**config.mk**
```make
export PLATFORM = sky130hd
export DESIGN_NAME = viterbi_frame_ctrl_flat
export DESIGN_NICKNAME = d
export VERILOG_FILES = /design/src/rtl/viterbi_frame_ctrl_if.sv /design/src/rtl/viterbi_frame_ctrl.sv /design/src/flat_wrapper.sv
export SDC_FILE = /design/constraint.sdc
export NUM_CORES = 1
export LEC_CHECK = 0
export BUFFER_PORTS_ARGS = -buffer_cell sky130_fd_sc_hd__buf_4
export CORE_MARGIN = 2
export CORE_UTILIZATION = 45
export DETAILED_ROUTE_END_ITERATION = 7
export PLACE_DENSITY = 0.73
export SLEW_MARGIN = 20
export SYNTH_ARGS = -nofsm -noshare
export SYNTH_HDL_FRONTEND = slang
export SYNTH_SLANG_ARGS = --single-unit
```
**constraint.sdc**
```tcl
create_clock -name clk -period 1.9 [get_ports clk]
set_input_delay 0.285 -clock clk [delete_from_list [all_inputs] [get_ports clk]]
set_output_delay 0.285 -clock clk [all_outputs]
set_load 0.02 [all_outputs]
```
**src/rtl/viterbi_frame_ctrl_if.sv**
```systemverilog
// Symbol stream into the frame controller and the decoded-bit stream out of it.
// master = symbol source / bit sink, slave = viterbi_frame_ctrl.
interface viterbi_frame_ctrl_if;
  logic       sym_valid;
  logic [1:0] sym_data;
  logic       sym_ready;
  logic       bit_valid;
  logic [1:0] bit_data;

  modport master (
    output sym_valid,
    output sym_data,
    input  sym_ready,
    input  bit_valid,
    input  bit_data
  );

  modport slave (
    input  sym_valid,
    input  sym_data,
    output sym_ready,
    output bit_valid,
    output bit_data
  );
endinterface

```
**src/rtl/viterbi_frame_ctrl.sv**
```systemverilog
// Frame sequencer for the 2-bit-symbol Viterbi datapath: weight registers,
// symbol intake, tail flush and decoded-bit return.
//
// state   | meaning
// --------+------------------------------------------------------------
// S_IDLE  | waiting for start; config writes accepted; datapath in reset
// S_INIT  | one cycle, datapath held in reset, step counter cleared
// S_RUN   | one step per accepted payload symbol, stalls without sym_valid
// S_FLUSH | one zero tail symbol per cycle, TAIL_LEN cycles
// S_DRAIN | one cycle, frame_done asserted
module viterbi_frame_ctrl #(
  parameter int FRAME_LEN = 16,
  parameter int TAIL_LEN  = 2,
  parameter int CNT_W     = 8
) (
  input  logic                      clk,
  input  logic                      rst,
  input  logic                      start,
  input  logic                      cfg_we,
  input  logic [2:0]                cfg_addr,
  input  logic [1:0]                cfg_data,
  viterbi_frame_ctrl_if.slave       strm,
  output logic                      dp_rst,
  output logic                      dp_ce,
  output logic [1:0]                dec_in,
  output logic                      sel0,
  output logic [1:0]                sel1,
  output logic [1:0]                w0_00,
  output logic [1:0]                w0_01,
  output logic [1:0]                w1_10,
  output logic [1:0]                w1_11,
  output logic [1:0]                w2_00,
  output logic [1:0]                w2_01,
  output logic [1:0]                w3_10,
  output logic [1:0]                w3_11,
  input  logic [1:0]                dp_out,
  output logic                      busy,
  output logic                      frame_done
);

  typedef enum logic [2:0] {
    S_IDLE  = 3'd0,
    S_INIT  = 3'd1,
    S_RUN   = 3'd2,
    S_FLUSH = 3'd3,
    S_DRAIN = 3'd4
  } state_t;

  localparam logic [CNT_W-1:0] LAST_SYM  = CNT_W'(FRAME_LEN - 1);
  localparam logic [CNT_W-1:0] LAST_STEP = CNT_W'(FRAME_LEN + TAIL_LEN - 1);

  state_t           state, state_nxt;
  logic [CNT_W-1:0] step, step_nxt;
  logic             do_step;
  logic             sel0_nxt;
  logic [1:0]       sel1_nxt;
  logic [1:0]       wreg [8];
  logic             bit_valid_q;
  logic [1:0]       bit_data_q;

  always_comb begin
    state_nxt = state;
    step_nxt  = step;
    do_step   = 1'b0;
    unique case (state)
      S_IDLE:  if (start) state_nxt = S_INIT;
      S_INIT: begin
        step_nxt  = '0;
        state_nxt = S_RUN;
      end
      S_RUN: begin
        if (strm.sym_valid) begin
          do_step  = 1'b1;
          step_nxt = step + CNT_W'(1);
          if (step == LAST_SYM) state_nxt = S_FLUSH;
        end
      end
      S_FLUSH: begin
        do_step  = 1'b1;
        step_nxt = step + CNT_W'(1);
        if (step == LAST_STEP) state_nxt = S_DRAIN;
      end
      S_DRAIN: state_nxt = S_IDLE;
      default: state_nxt = S_IDLE;
    endcase
  end

  // Select schedule is keyed on the index of the step being issued.
  always_comb begin
    sel0_nxt = 1'b1;
    sel1_nxt = 2'b10;
    if (step == '0) begin
      sel0_nxt = 1'b0;
      sel1_nxt = 2'b00;
    end else if (step < CNT_W'(3)) begin
      sel0_nxt = 1'b0;
      sel1_nxt = 2'b01;
    end
  end

  always_ff @(posedge clk) begin
    if (!rst) begin
      state       <= S_IDLE;
      step        <= '0;
      dec_in      <= 2'b00;
      sel0        <= 1'b0;
      sel1        <= 2'b00;
      dp_ce       <= 1'b0;
      bit_valid_q <= 1'b0;
      bit_data_q  <= 2'b00;
    end else begin
      state       <= state_nxt;
      step        <= step_nxt;
      dp_ce       <= do_step;
      bit_valid_q <= dp_ce;
      if (dp_ce) bit_data_q <= dp_out;
      if (do_step) begin
        dec_in <= (state == S_RUN) ? strm.sym_data : 2'b00;
        sel0   <= sel0_nxt;
        sel1   <= sel1_nxt;
      end
    end
  end

  // Weights only change in IDLE, so they are stable for the whole frame.
  always_ff @(posedge clk) begin
    if (!rst) begin
      for (int i = 0; i < 8; i++) wreg[i] <= 2'b00;
    end else if (state == S_IDLE && cfg_we) begin
      wreg[cfg_addr] <= cfg_data;
    end
  end

  assign w0_00 = wreg[0];
  assign w0_01 = wreg[1];
  assign w1_10 = wreg[2];
  assign w1_11 = wreg[3];
  assign w2_00 = wreg[4];
  assign w2_01 = wreg[5];
  assign w3_10 = wreg[6];
  assign w3_11 = wreg[7];

  assign dp_rst         = (state == S_IDLE) || (state == S_INIT);
  assign busy           = (state != S_IDLE);
  assign frame_done     = (state == S_DRAIN);
  assign strm.sym_ready = (state == S_RUN);
  assign strm.bit_valid = bit_valid_q;
  assign strm.bit_data  = bit_data_q;

endmodule
```
**src/flat_wrapper.sv**
```systemverilog
// flat-port wrapper written by rule: the top's interface ports become plain ports
module viterbi_frame_ctrl_flat 
#(
  parameter int FRAME_LEN = 16,
  parameter int TAIL_LEN  = 2,
  parameter int CNT_W     = 8
)
  (clk, rst, start, cfg_we, cfg_addr, cfg_data, dp_rst, dp_ce, dec_in, sel0, sel1, w0_00, w0_01, w1_10, w1_11, w2_00, w2_01, w3_10, w3_11, dp_out, busy, frame_done, strm_sym_valid, strm_sym_data, strm_sym_ready, strm_bit_valid, strm_bit_data);
  viterbi_frame_ctrl_if strm_i ();
  input  logic clk;
  input  logic rst;
  input  logic start;
  input  logic cfg_we;
  input  logic [2:0] cfg_addr;
  input  logic [1:0] cfg_data;
  output logic dp_rst;
  output logic dp_ce;
  output logic [1:0] dec_in;
  output logic sel0;
  output logic [1:0] sel1;
  output logic [1:0] w0_00;
  output logic [1:0] w0_01;
  output logic [1:0] w1_10;
  output logic [1:0] w1_11;
  output logic [1:0] w2_00;
  output logic [1:0] w2_01;
  output logic [1:0] w3_10;
  output logic [1:0] w3_11;
  input  logic [1:0] dp_out;
  output logic busy;
  output logic frame_done;
  input wire logic [$bits(strm_i.sym_valid)-1:0] strm_sym_valid;
  input wire logic [$bits(strm_i.sym_data)-1:0] strm_sym_data;
  output wire logic [$bits(strm_i.sym_ready)-1:0] strm_sym_ready;
  output wire logic [$bits(strm_i.bit_valid)-1:0] strm_bit_valid;
  output wire logic [$bits(strm_i.bit_data)-1:0] strm_bit_data;
  assign strm_i.sym_valid = strm_sym_valid;
  assign strm_i.sym_data = strm_sym_data;
  assign strm_sym_ready = strm_i.sym_ready;
  assign strm_bit_valid = strm_i.bit_valid;
  assign strm_bit_data = strm_i.bit_data;
  viterbi_frame_ctrl #(.FRAME_LEN(FRAME_LEN), .TAIL_LEN(TAIL_LEN), .CNT_W(CNT_W)) u_core (.clk(clk), .rst(rst), .start(start), .cfg_we(cfg_we), .cfg_addr(cfg_addr), .cfg_data(cfg_data), .strm(strm_i), .dp_rst(dp_rst), .dp_ce(dp_ce), .dec_in(dec_in), .sel0(sel0), .sel1(sel1), .w0_00(w0_00), .w0_01(w0_01), .w1_10(w1_10), .w1_11(w1_11), .w2_00(w2_00), .w2_01(w2_01), .w3_10(w3_10), .w3_11(w3_11), .dp_out(dp_out), .busy(busy), .frame_done(frame_done));
endmodule
```
==> results.md <==
* Outcome: finished clean
* Yosys warning count at 0
* # H-tree levels at 2
* Fin Hold WS at 0.246 ns
* Sink Count at 35
* Storage cell area at between 800 and 900 sq um
* Core Area at 0.00361 sq mm
* Hold depth at 3
* Cell Pwr Density at 749 mW/mm^2
* Fin crit period at between 1.5 and 2 ns
* LEAKAGE at ~0.86 nW
* Commonest non-fill, non-tap cell in the layout: buf_4
* CTS tree: yes
* Clock latency on the worst-skew pair at around 0.28 ns
* Worst rel slew slack at a little over half
* Clock transition at path regs at around 0.070 ns
* Reg2reg setup slack at approximately 0.1 ns
* Synth Flop Type: dfxtp_1
* Iter 0 DRT Violations at 97
* Tightest Pin Transition at between 0.7 and 0.8 ns
* Launching point of the worst reg2reg path: u_core.state[1]$_SDFFE_PN0P_
* DRC viols at 0
* Avg Cell Area, Syn at around 10 sq um
* Routed vias/inst at roughly 5.5
* Synth area leaders: edfxtp_1, dfxtp_1, and3_1, a21oi_1, and2_1
* Die height at roughly 65 um
* Commonest non-fill, non-tap cells in the layout: buf_4, dfxtp_1, edfxtp_1
* Fraction of layout cells with a size suffix above 1 at 27.8%
* Top cell type's share of synthesized area at between 20% and 30%
* CTS buffer count at 5
* Slew Limit Fails at 0
* Initial antenna violation count at 0
* FF-to-FF path depth at 3
* Detail Placement HPWL at 2650 um
* Leading area contributor after synthesis: edfxtp_1
* Register area share after synthesis at approximately 52%
* VDD IR max at between 0.4 and 0.5 mV
* Routability cong. at 0.801
* Chip Width at around 65 um
* Synth unique cells at 39
* Fraction of registers with async set/reset at 0%
* Vias at around 1400
* RSZ-0062 raised after global routing: true
* Cells after DPL at 246
* Max Freq at ~0.56 GHz
* Layout Cells excl Fill at about 250
* Post-DRT Antenna Nets at 0
* Cell row count at 22
* Final Hold Fails at 0
* RR Endpoint: u_core.wreg[2][0]$_SDFFCE_PN0P_
* HP Class: primary input to flop
* # Post-CTS Setup Buffers at 0
* CP startpoint kind: flop
* Hold Path Sink: u_core.strm.bit_data[1]$_SDFFE_PN0P_
* Final worst-path cycle share at 94.8%
* Buffers on Ports at 42
* Filler Cells Inserted at ~340
* Cell area after synthesis at ~0.0017 sq mm
* Routed wire length at around 3600 um
* Largest net degree at the start of global routing at 17
* Area Overhead vs Synth at 26.6%
* I/O pin count at 43
* Area after DPL at a little over 0.002 sq mm
* Area of the multi-input gates at 738 sq um
* Avg WL per Cell at 14.1 um
* Crit path max fanout at 11
* Yosys reg bits at 35
* Total grt overflow at 0
* WP data arrival at approximately 1.8 ns
* DIE AREA at 0.00419 sq mm
* Element type at the critical path end: flop
* Worst Setup Path Type: flop to flop
* First-pass GRT wire length at 5910 um
* CTS Buffer Depth at 2
* Post-route design area at ~0.0021 sq mm
* CTS root buffer: clkbuf_8
* Layout Skew at around 0.005 ns
* Post-synth net total at 179
* Number of global-route vias before repair at ~1300
* Post-synth EDFFs at 16
* WP data required at ~1.9 ns
* Number of diodes at 0
* Pre-antenna DRT Iters at 4
* Initial Utilization at a little under half
* Hold Startpoint: dp_out[1]
* Nets at roughly 220
* Max cap viols at 0
* Cell count after synthesis at 162
* Final setup viols at 0
* Total track usage at 18.5%
==> worst max path at each step <==
| stage | startpoint | endpoint | slack (ns) |
|---|---|---|---|
| after global placement | u_core.state[1]$_SDFFE_PN0P_ | u_core.wreg[2][0]$_SDFFCE_PN0P_ | 0.21 |
| after global routing | u_core.state[1]$_SDFFE_PN0P_ | u_core.wreg[2][0]$_SDFFCE_PN0P_ | -0.0002 |
| after CTS | u_core.state[1]$_SDFFE_PN0P_ | u_core.wreg[2][0]$_SDFFCE_PN0P_ | 0.13 |
| final | u_core.state[1]$_SDFFE_PN0P_ | u_core.wreg[2][0]$_SDFFCE_PN0P_ | 0.1 |
| after detailed placement | u_core.state[1]$_SDFFE_PN0P_ | u_core.wreg[2][1]$_SDFFCE_PN0P_ | 0.13 |
| after floorplan | u_core.state[2]$_SDFFE_PN0P_ | u_core.wreg[1][0]$_SDFFCE_PN0P_ | 0.13 |
==> state kept, by name, summed over array words and instances (netlist names) <==
signal / count
u_core.dec_in: 2
u_core.dp_ce: 1
u_core.sel0: 1
u_core.sel1: 1
u_core.state: 3
u_core.step: 8
u_core.strm.bit_data: 2
u_core.strm.bit_valid: 1
u_core.wreg: 16
==> cells in the mapped netlist, types with 2 or more instances <==
library cell	n
ha_1	3
nand2b_1	4
nand4b_1	3
clkbuf_1	6
and4_1	2
nor3_1	5
nor4_1	3
o31ai_1	4
nor2_1	8
nand2_1	6
or4_1	5
nor4b_1	2
and2_1	8
a21o_1	4
buf_4	2
o21ai_0	7
nand3_1	3
edfxtp_1	16
nand4_1	2
nor2b_1	5
a21oi_1	11
and3_1	9
inv_1	5
dfxtp_1	19
or3_1	3
mux2i_1	4
==> critical path: stages (launching register included) <==
cell      delay (ns)
dfxtp_1         0.41
or3_1           0.47
nor4b_1         0.44
nand2b_1        0.20
==> layer usage <==
metal / wire, um / global-route usage, % / vias to the layer above / part of all wire (%)
li1: - / - / 688 / -
met1: 1520 / 20.8 / 648 / 42
met2: 1760 / 32.2 / 45 / 49
met3: 261 / 5.90 / 4 / 7.3
met4: 31 / 7.18 / 0 / 0.87
met5: 0 / 0 / - / 0
==> power by group <==
part           internal [W]  switching (W)  total [W]
Sequential         0.000814      0.0000180   0.000832
Combinational      0.000103       0.000150   0.000253
Clock              0.000243       0.000244   0.000488
==> cell families after synthesis <==
logic type      after synthesis  synth area share [%]
flops                        35                  51.9
mux                           4                  2.41
buf+inv                      15                  4.00
compound gates               30                  11.2
fa+ha+maj                     3                  2.26
simple gates                 75                  28.2
==> timing repair <==
action | in CTS | in global routing
hold buffers | 0 | 0
resized for setup | 0 | 1
setup endpoints to repair | 0 | 2
==> final cells by class <==
class	count	area share, %
flip-flops and latches	35	41.0
multi-input cells	112	35.1
repair buffers	46	16.4
clock buffers	5	3.28
well taps	48	2.86
inverters	5	0.893
clock inverters	2	0.417
==> through the flow <==
step | util, % | setup slack [ns] | power, W | TNS (ns)
after global placement | 55.9 | 0.210 | 0.00109 | 0
after CTS | 58.1 | 0.129 | 0.00158 | 0
after detailed placement | 55.9 | 0.130 | 0.00110 | 0
final | 58.3 | 0.0987 | 0.00157 | 0
after floorplan | - | 0.130 | 0.000995 | 0
after global routing | 58.3 | -0.000226 | 0.00165 | -0.000270
Note: power is estimated with default switching activity, not from simulation.
